### src/rtl/sll_pkg.sv
// Shared types and constants for the sequential logical-left shifter.
// The helper maps the stage counter to that stage's shift distance.
package sll_pkg;

    localparam int WIDTH   = 32;
    localparam int AMT_W   = $clog2(WIDTH);
    localparam int NSTAGES = 5;

    typedef enum logic [1:0] {
        IDLE  = 2'd0,
        SHIFT = 2'd1,
        DONE  = 2'd2
    } sll_state_t;

    function automatic logic [AMT_W-1:0] stage_dist(input logic [2:0] step);
        case (step)
            3'd0:    return 5'd16;
            3'd1:    return 5'd8;
            3'd2:    return 5'd4;
            3'd3:    return 5'd2;
            3'd4:    return 5'd1;
            default: return 5'd0;
        endcase
    endfunction

endpackage

### src/rtl/sll_stage.sv
// One conditional left-shift stage with zero fill.
// The shift distance is an input, so the same mux is reused for every step.
module sll_stage
    import sll_pkg::*;
(
    input  logic [WIDTH-1:0] in_stage,
    input  logic             sel_stage,
    input  logic [AMT_W-1:0] sh_stage,
    output logic [WIDTH-1:0] out_stage
);

    // Pass through, or shift by the distance of the current step.
    always_comb begin
        out_stage = in_stage;
        if (sel_stage) begin
            out_stage = in_stage << sh_stage;
        end else begin
            out_stage = in_stage;
        end
    end

endmodule

### src/rtl/sll_seq.sv
// Sequential 32-bit logical-left shifter: five 16/8/4/2/1 stages, one per clock,
// behind a start/busy/done handshake with a fixed five-cycle latency.
module sll_seq
    import sll_pkg::*;
(
    input  logic             clk_sll,
    input  logic             rstn_sll,
    input  logic             start_sll,
    input  logic [WIDTH-1:0] in_sll,
    input  logic [AMT_W-1:0] amt_sll,
    output logic             busy_sll,
    output logic             done_sll,
    output logic [WIDTH-1:0] out_sll
);

    sll_state_t       state_r;
    logic [WIDTH-1:0] work_r;
    logic [AMT_W-1:0] amt_r;
    logic [2:0]       step_r;
    logic             busy_r;
    logic             done_r;
    logic [WIDTH-1:0] out_r;

    logic             stage_sel_s;
    logic [AMT_W-1:0] stage_sh_s;
    logic [WIDTH-1:0] stage_out_s;

    // Step k consumes amount bit 4-k, largest distance first.
    always_comb begin
        stage_sh_s  = stage_dist(step_r);
        stage_sel_s = 1'b0;
        case (step_r)
            3'd0:    stage_sel_s = amt_r[4];
            3'd1:    stage_sel_s = amt_r[3];
            3'd2:    stage_sel_s = amt_r[2];
            3'd3:    stage_sel_s = amt_r[1];
            3'd4:    stage_sel_s = amt_r[0];
            default: stage_sel_s = 1'b0;
        endcase
    end

    sll_stage u_stage (
        .in_stage  (work_r),
        .sel_stage (stage_sel_s),
        .sh_stage  (stage_sh_s),
        .out_stage (stage_out_s)
    );

    // Handshake FSM and datapath registers; DONE accepts a new start for back-to-back ops.
    always_ff @(posedge clk_sll or negedge rstn_sll) begin
        if (!rstn_sll) begin
            state_r <= IDLE;
            work_r  <= {WIDTH{1'b0}};
            amt_r   <= {AMT_W{1'b0}};
            step_r  <= 3'd0;
            busy_r  <= 1'b0;
            done_r  <= 1'b0;
            out_r   <= {WIDTH{1'b0}};
        end else begin
            case (state_r)
                IDLE, DONE: begin
                    done_r <= 1'b0;
                    if (start_sll) begin
                        work_r  <= in_sll;
                        amt_r   <= amt_sll;
                        step_r  <= 3'd0;
                        busy_r  <= 1'b1;
                        state_r <= SHIFT;
                    end else begin
                        busy_r  <= 1'b0;
                        state_r <= IDLE;
                    end
                end
                SHIFT: begin
                    work_r <= stage_out_s;
                    if (step_r == 3'(NSTAGES - 1)) begin
                        out_r   <= stage_out_s;
                        done_r  <= 1'b1;
                        busy_r  <= 1'b0;
                        step_r  <= 3'd0;
                        state_r <= DONE;
                    end else begin
                        step_r  <= step_r + 3'd1;
                        state_r <= SHIFT;
                    end
                end
                default: begin
                    busy_r  <= 1'b0;
                    done_r  <= 1'b0;
                    step_r  <= 3'd0;
                    state_r <= IDLE;
                end
            endcase
        end
    end

    assign busy_sll = busy_r;
    assign done_sll = done_r;
    assign out_sll  = out_r;

endmodule
### config.mk
export PLATFORM = sky130hd
export DESIGN_NAME = sll_seq
export DESIGN_NICKNAME = d
export VERILOG_FILES = /design/src/rtl/sll_pkg.sv /design/src/rtl/sll_stage.sv /design/src/rtl/sll_seq.sv
export SDC_FILE = /design/constraint.sdc
export NUM_CORES = 1
export LEC_CHECK = 0
export ABC_CLOCK_PERIOD_IN_PS = 6200
export CAP_MARGIN = 15
export CORE_AREA = 2 2 132 134
export DETAILED_ROUTE_END_ITERATION = 8
export DIE_AREA = 0 0 134 136
export PLACE_DENSITY_LB_ADDON = 0.12
export SYNTH_ARGS = -nofsm -noshare
export SYNTH_HDL_FRONTEND = slang
export SYNTH_HIERARCHICAL = 1
export SYNTH_SLANG_ARGS = --single-unit
### constraint.sdc
create_clock -name clk_sll -period 6.2 [get_ports clk_sll]
set_input_delay 0.93 -clock clk_sll [delete_from_list [all_inputs] [get_ports clk_sll]]
set_output_delay 0.93 -clock clk_sll [all_outputs]
set_load 0.005 [all_outputs]
* Word-level counts from Yosys, hierarchy flattened
Index checks and enable logic that the tools add are counted. Widths: inputs -> output; s select.
Operators by class: add/sub/neg operators 1, equality and inequality tests 8, shift operators 1, multiplexer cells 16, reductions and logical operators 7
Operators by type and width (number):
- $mux 32 | 2
- $pmux 32 s2 | 1
- $shl 32x5->32 | 1
- $pmux 5 s5 | 1
- $eq 3x2->1 const B | 2
- $mux 3 | 2
- $pmux 3 s2 | 1
- $reduce_and 2->1 | 3
- $mux 1 | 5
- $pmux 1 s5 | 1
- $ne 2x2->1 const B | 2
- $pmux 2 s2 | 1
- $add 3x1->3 const B | 1
- $eq 3x1->1 const B | 1
- $eq 3x3->1 const B | 1
- $logic_not 3->1 | 1
- $eq 2x1->1 const B | 1
- $eq 2x2->1 const B | 1
- $logic_not 2->1 | 1
- $mux 2 | 1
- $pmux 1 s2 | 1
- $reduce_bool 2->1 | 1
- $reduce_or 2->1 | 1
Storage, ports and cells: register bits 76, input bits 40, output and inout bits 34, logic and storage cells 40

* Longest topological paths before layout
Gate-level depths: netlist (run 1).
depth in word-level cells 5, depth in mapped cells 14, gate-level depth less buffers 11

* Modules after synthesis
The synthesis (run 1) kept the hierarchy.
Modules (own cells, without submodules):
- sll_seq | times used 1, cells an instance 300, area an instance 3731.1 um^2, sequential area each 1901.8 um^2
- sll_stage | times used 1, cells an instance 264, area an instance 2011.9 um^2, sequential area each 0.0 um^2

* Worst setup path before layout (run 1)
Ideal clock, no wire load.
path kind flip-flop to flip-flop, start point reg step_r[0], end point reg work_r[23], setup time 0.099 ns, arrival 2.656 ns, data required time 6.101 ns, path slack 3.445 ns, stages on the path, launching flop included 12, path buffers 0, path through dfrtp_1 -> inv_1 -> ha_1 -> a222oi_1 -> o21ai_0 -> inv_1 -> nor3_1 -> nand2_1 -> o32a_1 -> nand3_1 -> nor3b_1 -> a311oi_1
On the way: elaborated cells on any way between the ends 10
RTL lines:
- start, declared | RTL line sll_seq.sv:19 | logic [2:0] step_r;
- start signal, assigned | RTL line sll_seq.sv:83 | step_r <= step_r + 3'd1;
- $eq 3x3->1 (tied with other cells) | RTL line sll_seq.sv:32 | case (step_r)
- $pmux 1 s5 * | RTL line sll_seq.sv:32
- net stage_sel_s | RTL line sll_seq.sv:24 | logic stage_sel_s;
- $mux 32 * | RTL line sll_stage.sv:15 | if (sel_stage) begin
- net stage_out_s[23] | RTL line sll_seq.sv:26 | logic [WIDTH-1:0] stage_out_s;
- $pmux 32 s2 * | RTL line sll_seq.sv:60 | case (state_r)
- end signal, assigned | RTL line sll_seq.sv:53 | work_r <= {WIDTH{1'b0}};
- end signal, assigned | RTL line sll_seq.sv:64 | work_r <= in_sll;
- end signal, assigned | RTL line sll_seq.sv:75 | work_r <= stage_out_s;
- end, declared | RTL line sll_seq.sv:17 | logic [WIDTH-1:0] work_r;
The timed path passes the listed nets; every way through them passes the cells marked *. A chain may end at the register's enable or synchronous reset.

* Final worst setup path (run 1)
start point reg step_r[2], end point reg work_r[25]
Same word-level chain as after synthesis.

==> key figures, run 1 <==
Cells and area
  – Design area: 6830 um^2
  – Layout cell share with drive strength beyond 1: 17.7%
  – Area growth syn-to-layout: 18.8%
  – Diodes inserted: 0
  – # fillers: 1,671
  – Final #Nets: 649

STA
  – # setup viols final: 0
  – Min Tclk post-route: 4.06 ns
  – Maximum clock frequency: 246 MHz
  – PnR worst setup slack: 2.14 ns
  – RSZ-0062 raised after global routing: no
  – Post-route clock period utilization: 65.5%
  – Final hold vios: 0
  – Pins Over Slew Limit: 0
  – Max transition margin: 21.9%
  – Final Skew: 0.00888 ns
  – Worst slew pin tran: 1.16 ns
  – Final setup TNS: 0 ns

Yosys
  – Post-Syn Area: 5740 um^2
  – Post-synth cell types: 49
  – Async SR Flop Fraction: 100%
  – Top_reg_cell synth: dfrtp_1
  – Largest area contributor in the netlist: dfrtp_1
  – Synth Area per Inst: 10.2 um^2
  – Synth Register Bits: 76
  – Post-synthesis sequential area ratio: 33.1%
  – Ys Warns: 6
  – Mapped Cells: 564
  – Share of the synthesized area in the top cell type: 33.1%
  – Post-synth EDFFs: 0
  – Post-synthesis net count: 609
  – Top post-synthesis cells by area: dfrtp_1 (33%), nor3b_1 (8.5%), mux2_4 (8.4%), mux2_2 (6.7%), mux2i_1 (6.6%)

Detailed routing
  – M1 WL: 9150 um
  – Initial DRC count: 312
  – Top layer in use: met4
  – Routed Wire Length: 19,200 um
  – Vias: 4,846
  – Met3 Wirelength: 853 um
  – WL met2: 9020 um
  – WL/cell: 23.1 um
  – Routed Antenna Nets: 0
  – Residual DRC: 0
  – First drt pass iteration count: 5
  – Via/cell ratio: 5.81

Setup path
  – CP Launch Point: step_r[2]
  – Crit path top cell by count: inv_1
  – WP data required: 6.43 ns
  – R2r startpoint: step_r[2]
  – Crit start category: flop
  – CP max FO: 41
  – Critical Path AT: 4.29 ns
  – CP top delay family: compound AO/OA/AOI/OAI gates
  – Critical-path top delay cell: ha_2
  – Crit path capture type: flop
  – CP Class: flop to flop
  – Number of buffers and inverters on the critical path: 2
  – Largest stage delay, worst path: 0.91 ns
  – Worst-path cell chain: inv_1, ha_2, a32oi_1, o21ai_0, inv_1, nor2_1, nand2_1, o221ai_1, a221o_1, nor3b_1, a311oi_1

Pwr
  – Power Internal: 2.40 mW
  – Pleak: 2.74 nW
  – Clk pwr share: 11.3%
  – Comb pwr share: 66.0%
  – Worst VDD drop: 443 uV
  – Pwr dens: 668 nW/um^2
  – Switching pwr: 2.15 mW
  – Switching Share: 47.2%
  – Register share of total power: 22.6%

Clocking
  – # Post-CTS Setup Buffers: 0
  – Clock buffer depth: 2
  – CTS buffer count: 9
  – Clk sink count: 76
  – Worst-Skew Late Latency: 0.35 ns
  – Hold buffers post-CTS: 0
  – H-tree depth: 3
  – CTS root buf: clkbuf_16
  – PostCTS Resize Cnt: 0
  – Reg clk slew, reported paths: 0.07 ns
  – CTS tree: built

Placed design
  – Placed Area: 6530 um^2
  – Count of input and output buffers: 73
  – Pre-CTS WS: 2.18 ns
  – DP HPWL: 13,200 um
  – Gpl congestion: 0.948

Min path
  – Min-delay worst type: input pin to async pin

Global route
  – First-pass GRT wire length: 30,500 um
  – Pin count of the biggest net entering global routing: 69
  – GRT Util Overall: 21.9%
  – GR Overflow Total: 0
  – Vias in the first global route: 5,041
  – Initial antenna violation count: 0

Floorplan
  – Core footprint: 16,900 um^2
  – I/O Pins: 74
  – Die height: 136 um
  – DIE AREA: 18,200 um^2
  – Core Rows: 48
  – Starting Density: 34.0%
  – Die Wd: 134 um

Run
  – Max-Cap Viols: 0

Status
  – Status: finished clean
[stage by stage]
step	cells	utilization [%]	hold slack, ns	total power, mW
after floorplan	564	-	0.479	3.01
after global placement	817	38.7	0.479	4.01
after detailed placement	817	38.7	0.483	4.01
after CTS	833	40.4	0.501	4.55
after global routing	834	40.4	0.511	4.89
final	834	40.4	0.495	4.56
[synth_stat cells (all sizes together), types with 3 or more instances]
master and count:
nand3 4, a311oi 33, nand2b 10, o221ai 11, o21ai 10, inv 47, ha 5, nor2b 9
a22oi 5, a21oi 13, a22o 4, mux4 6, nand2 15, nor3b 65, mux2 66, and2 3
a221o 3, a32o 4, buf 31, mux2i 38, dfrtp 76, a32oi 6, clkbuf 23, nor3 11
a2bb2oi 3, nor2 21, o22ai 8, o2bb2ai 12
[power groups by stage]
stage                     clock network [mW]  registers, mW  logic, mW
final                                  0.517           1.03       3.01
after global routing                   0.552           1.06       3.27
after CTS                              0.535           1.03       2.99
after detailed placement                   0           1.03       2.98
after global placement                     0           1.04       2.98
after floorplan                            0          0.935       2.08
[final cells by class]
cell class / count / area [um^2] / share of cell area [%]
multi-input cells: 387 / 3370 / 49.4
flip-flops and latches: 76 / 1900 / 27.9
repair buffers: 83 / 811 / 11.9
well taps: 225 / 282 / 4.12
clock buffers: 9 / 225 / 3.30
inverters: 47 / 176 / 2.58
clock inverters: 7 / 55.1 / 0.807
[placed cells by master, fill, tap and decap left out, drive strengths merged, types with 8 or more instances in the layout]
| cell | n |
|---|---|
| nor3 | 11 |
| o22ai | 8 |
| o2bb2ai | 12 |
| o221ai | 11 |
| mux2i | 38 |
| nand2b | 10 |
| o21ai | 10 |
| a311oi | 33 |
| nand2 | 15 |
| buf | 11 |
| clkdlybuf4s50 | 72 |
| mux2 | 66 |
| nor3b | 65 |
| clkbuf | 9 |
| dfrtp | 76 |
| nor2 | 21 |
| nor2b | 9 |
| inv | 51 |
| a21oi | 13 |
[sequential cells by signal (all words and copies together) (netlist names)]
register / cells
out_sll: 32
done_sll: 1
work_r: 32
amt_r: 5
step_r: 3
state_r: 2
busy_sll: 1
[metal layers]
| layer | global-route usage (%) | vias to the layer above |
|---|---|---|
| li1 | - | 2208 |
| met1 | 30.5 | 2478 |
| met2 | 35.4 | 143 |
| met3 | 3.84 | 17 |
| met4 | 5.56 | 0 |
| met5 | 0 | - |
[worst register-to-register path, stage by stage, from the launching register on]
cell,delay [ns]
dfrtp_1,0.52
inv_1,0.11
ha_2,0.91
a32oi_1,0.11
o21ai_0,0.48
inv_1,0.15
nor2_1,0.46
nand2_1,0.33
o221ai_1,0.25
a221o_1,0.26
nor3b_1,0.08
a311oi_1,0.29
[path summary, 6_finish.rpt]
kind	cells after the start	slack, ns	end
min in group clk_sll	1	0.50	done_sll
max in group asynchronous	2	4.69	state_r[0]
max reg2reg	11	2.14	work_r[25]
max	11	2.14	work_r[25]
min	1	0.50	out_sll[9]
min reg2reg	1	0.50	done_sll
[logic make-up after synthesis]
group	after synthesis	synth area share, %
adder cells (fa/ha/maj)	5	1.09
AO/OA/AOI/OAI	126	17.4
buffers and inverters	101	8.41
flip-flops	76	33.1
multiplexers	110	24.0
AND/OR/NAND/NOR	146	16.0
No activity file was read; power rests on OpenSTA's default activity.
==> run 2, diff against run 1 <==
--- a/config.mk
+++ b/config.mk
@@ -5,7 +5,7 @@
 export SDC_FILE = /design/constraint.sdc
 export NUM_CORES = 1
 export LEC_CHECK = 0
-export ABC_CLOCK_PERIOD_IN_PS = 6200
+export ABC_CLOCK_PERIOD_IN_PS = 3400
 export CAP_MARGIN = 15
 export CORE_AREA = 2 2 132 134
 export DETAILED_ROUTE_END_ITERATION = 8
==> constraint.sdc (replaced) <==
create_clock -name clk_sll -period 3.4 [get_ports clk_sll]
set_input_delay 0.51 -clock clk_sll [delete_from_list [all_inputs] [get_ports clk_sll]]
set_output_delay 0.51 -clock clk_sll [all_outputs]
set_load 0.005 [all_outputs]
==> key figures, run 2 (synthesized netlist as in run 1, its figures left out) <==
Cells and area
  – Layout cell share with drive strength beyond 1: 22.1%
  – Most common cell after layout, fill and taps aside: dfrtp_1
  – # fillers: 1,639
  – Design area: 7170 um^2
  – Final #Nets: 683
  – Commonest cells after routing, fill and taps aside: dfrtp_1 (75), clkdlybuf4s50_1 (72), nor3b_1 (65), inv_1 (46), buf_4 (41)
  – Area growth syn-to-layout: 24.9%
  – Diodes inserted: 0

Floorplan
  – Core footprint: 16,900 um^2
  – Die height: 136 um
  – Core Rows: 48
  – I/O Pins: 74
  – DIE AREA: 18,200 um^2
  – Starting Density: 34.0%
  – Die Wd: 134 um

Placed design
  – Gpl congestion: 0.921
  – DP HPWL: 15,400 um
  – Count of input and output buffers: 73
  – Placed Area: 6830 um^2

STA
  – Final hold vios: 0
  – Final Skew: 0.0107 ns
  – Worst slew pin tran: 1.03 ns
  – Post-route clock period utilization: 95.0%
  – Final setup TNS: 0 ns
  – Pins Over Slew Limit: 0
  – Min Tclk post-route: 3.23 ns
  – # setup viols final: 0
  – RSZ-0062 raised after global routing: no
  – Max transition margin: 31.0%
  – Maximum clock frequency: 310 MHz

Setup path
  – Critical Path AT: 3.48 ns
  – Worst-path cell chain: inv_1, ha_1, nand2_1, clkinvlp_4, inv_1, buf_12, mux4_2, mux2_2, o221ai_1, nor3b_1, a311oi_1
  – CP Class: flop to flop
  – CP top delay family: multiplexers
  – Crit path capture type: flop
  – Critical-path top delay cell: mux4_2
  – Crit path top cell by count: inv_1
  – Largest stage delay, worst path: 0.54 ns
  – WP data required: 3.65 ns
  – CP max FO: 11
  – Crit start category: flop
  – Number of buffers and inverters on the critical path: 4
  – R2r setup slk: 0.17 ns

Global route
  – GRT Util Overall: 24.1%
  – First-pass GRT wire length: 32,800 um
  – Pin count of the biggest net entering global routing: 77
  – Initial antenna violation count: 0
  – Vias in the first global route: 5,150
  – GR Overflow Total: 0

Detailed routing
  – Routed Antenna Nets: 0
  – WL/cell: 24.6 um
  – Via/cell ratio: 5.78
  – Initial DRC count: 464
  – Vias: 5,015
  – Residual DRC: 0
  – Routed Wire Length: 21,400 um
  – First drt pass iteration count: 5

Min path
  – Min-delay worst type: input pin to async pin

Clocking
  – CTS buffer count: 9
  – Hold buffers post-CTS: 0
  – Reg clk slew, reported paths: 0.07 ns
  – CTS root buf: clkbuf_16
  – Worst-Skew Late Latency: 0.36 ns
  – CTS tree: built
  – Clk sink count: 76
  – H-tree depth: 3
  – Clock buffer depth: 2

Status
  – Status: finished clean

Pwr
  – Register share of total power: 21.6%
  – Switching pwr: 4.14 mW
  – Worst VDD drop: 501 uV
  – Switching Share: 45.9%
  – Power Internal: 4.89 mW
  – Pwr Total: 9.03 mW
  – Clk pwr share: 12.4%
  – Pwr dens: 1260 nW/um^2
  – Comb pwr share: 66.0%
  – Pleak: 2.94 nW

Run
  – Max-Cap Viols: 0
[run 2: changes by cell type in the layout (fill, tap and decap cells not counted), sizes merged]
cell,previous run,this run
clkinv,1,0
bufinv,0,2
clkbuf,9,10
buf,11,45
inv,51,49
[run 2: per-stage QoR]
stage | setup slack (ns) | cells | hold WS (ns) | utilization, %
2_1_floorplan | 0.645 | 564 | 0.214 | -
3_3_place_gp | 0.258 | 851 | 0.484 | 40.5
3_5_place_dp | 0.240 | 851 | 0.488 | 40.5
4_1_cts | 0.208 | 867 | 0.374 | 42.4
5_1_grt | 0.00300 | 868 | 0.397 | 42.5
6_report | 0.170 | 868 | 0.323 | 42.5
[run 2: path summary, 6_finish.rpt]
check / startpoint / to / cells after the start
setup / recovery: step_r[0] / work_r[28] / 11
hold / removal: rstn_sll / out_sll[9] / 1
setup reg to reg: step_r[0] / work_r[28] / 11
hold reg to reg: done_sll / done_sll / 1
max in group asynchronous: rstn_sll / state_r[0] / 1
min in group clk_sll: done_sll / done_sll / 1
[run 2: power by group through the flow]
stage | Sequential (mW) | Combinational [mW] | Clock (mW)
6_report | 1.95 | 5.96 | 1.12
2_1_floorplan | 1.71 | 3.79 | 0
4_1_cts | 1.94 | 5.94 | 1.15
3_3_place_gp | 1.96 | 5.89 | 0
3_5_place_dp | 1.95 | 5.91 | 0
5_1_grt | 2.01 | 6.45 | 1.19
[run 2: timing repair]
item | CTS | global route
gates resized for setup | 0 | 1
setup endpoints to repair | 0 | 4
setup buffers | 0 | 1
[run 2: metal layers]
| metal | part of all wire (%) | wire length (um) | vias to the layer above | track usage, % |
|---|---|---|---|---|
| met1 | 46 | 9770 | 2544 | 32.2 |
| met4 | 2.3 | 484 | 0 | 7.74 |
| met5 | 0 | 0 | - | 0 |
| li1 | - | - | 2275 | - |
| met2 | 47 | 10100 | 171 | 38.8 |
| met3 | 4.8 | 1030 | 25 | 5.15 |
[run 2: layout make-up]
class                           count  area, um^2  share of cell area (%)
Multi-Input combinational cell    387        3370                    46.9
Timing Repair Buffer              117        1110                    15.5
Inverter                           47         180                    2.51
Sequential cell                    76        1900                    26.5
Clock buffer                       10         239                    3.33
Tap cell                          225         282                    3.93
Clock inverter                      6        93.8                    1.31
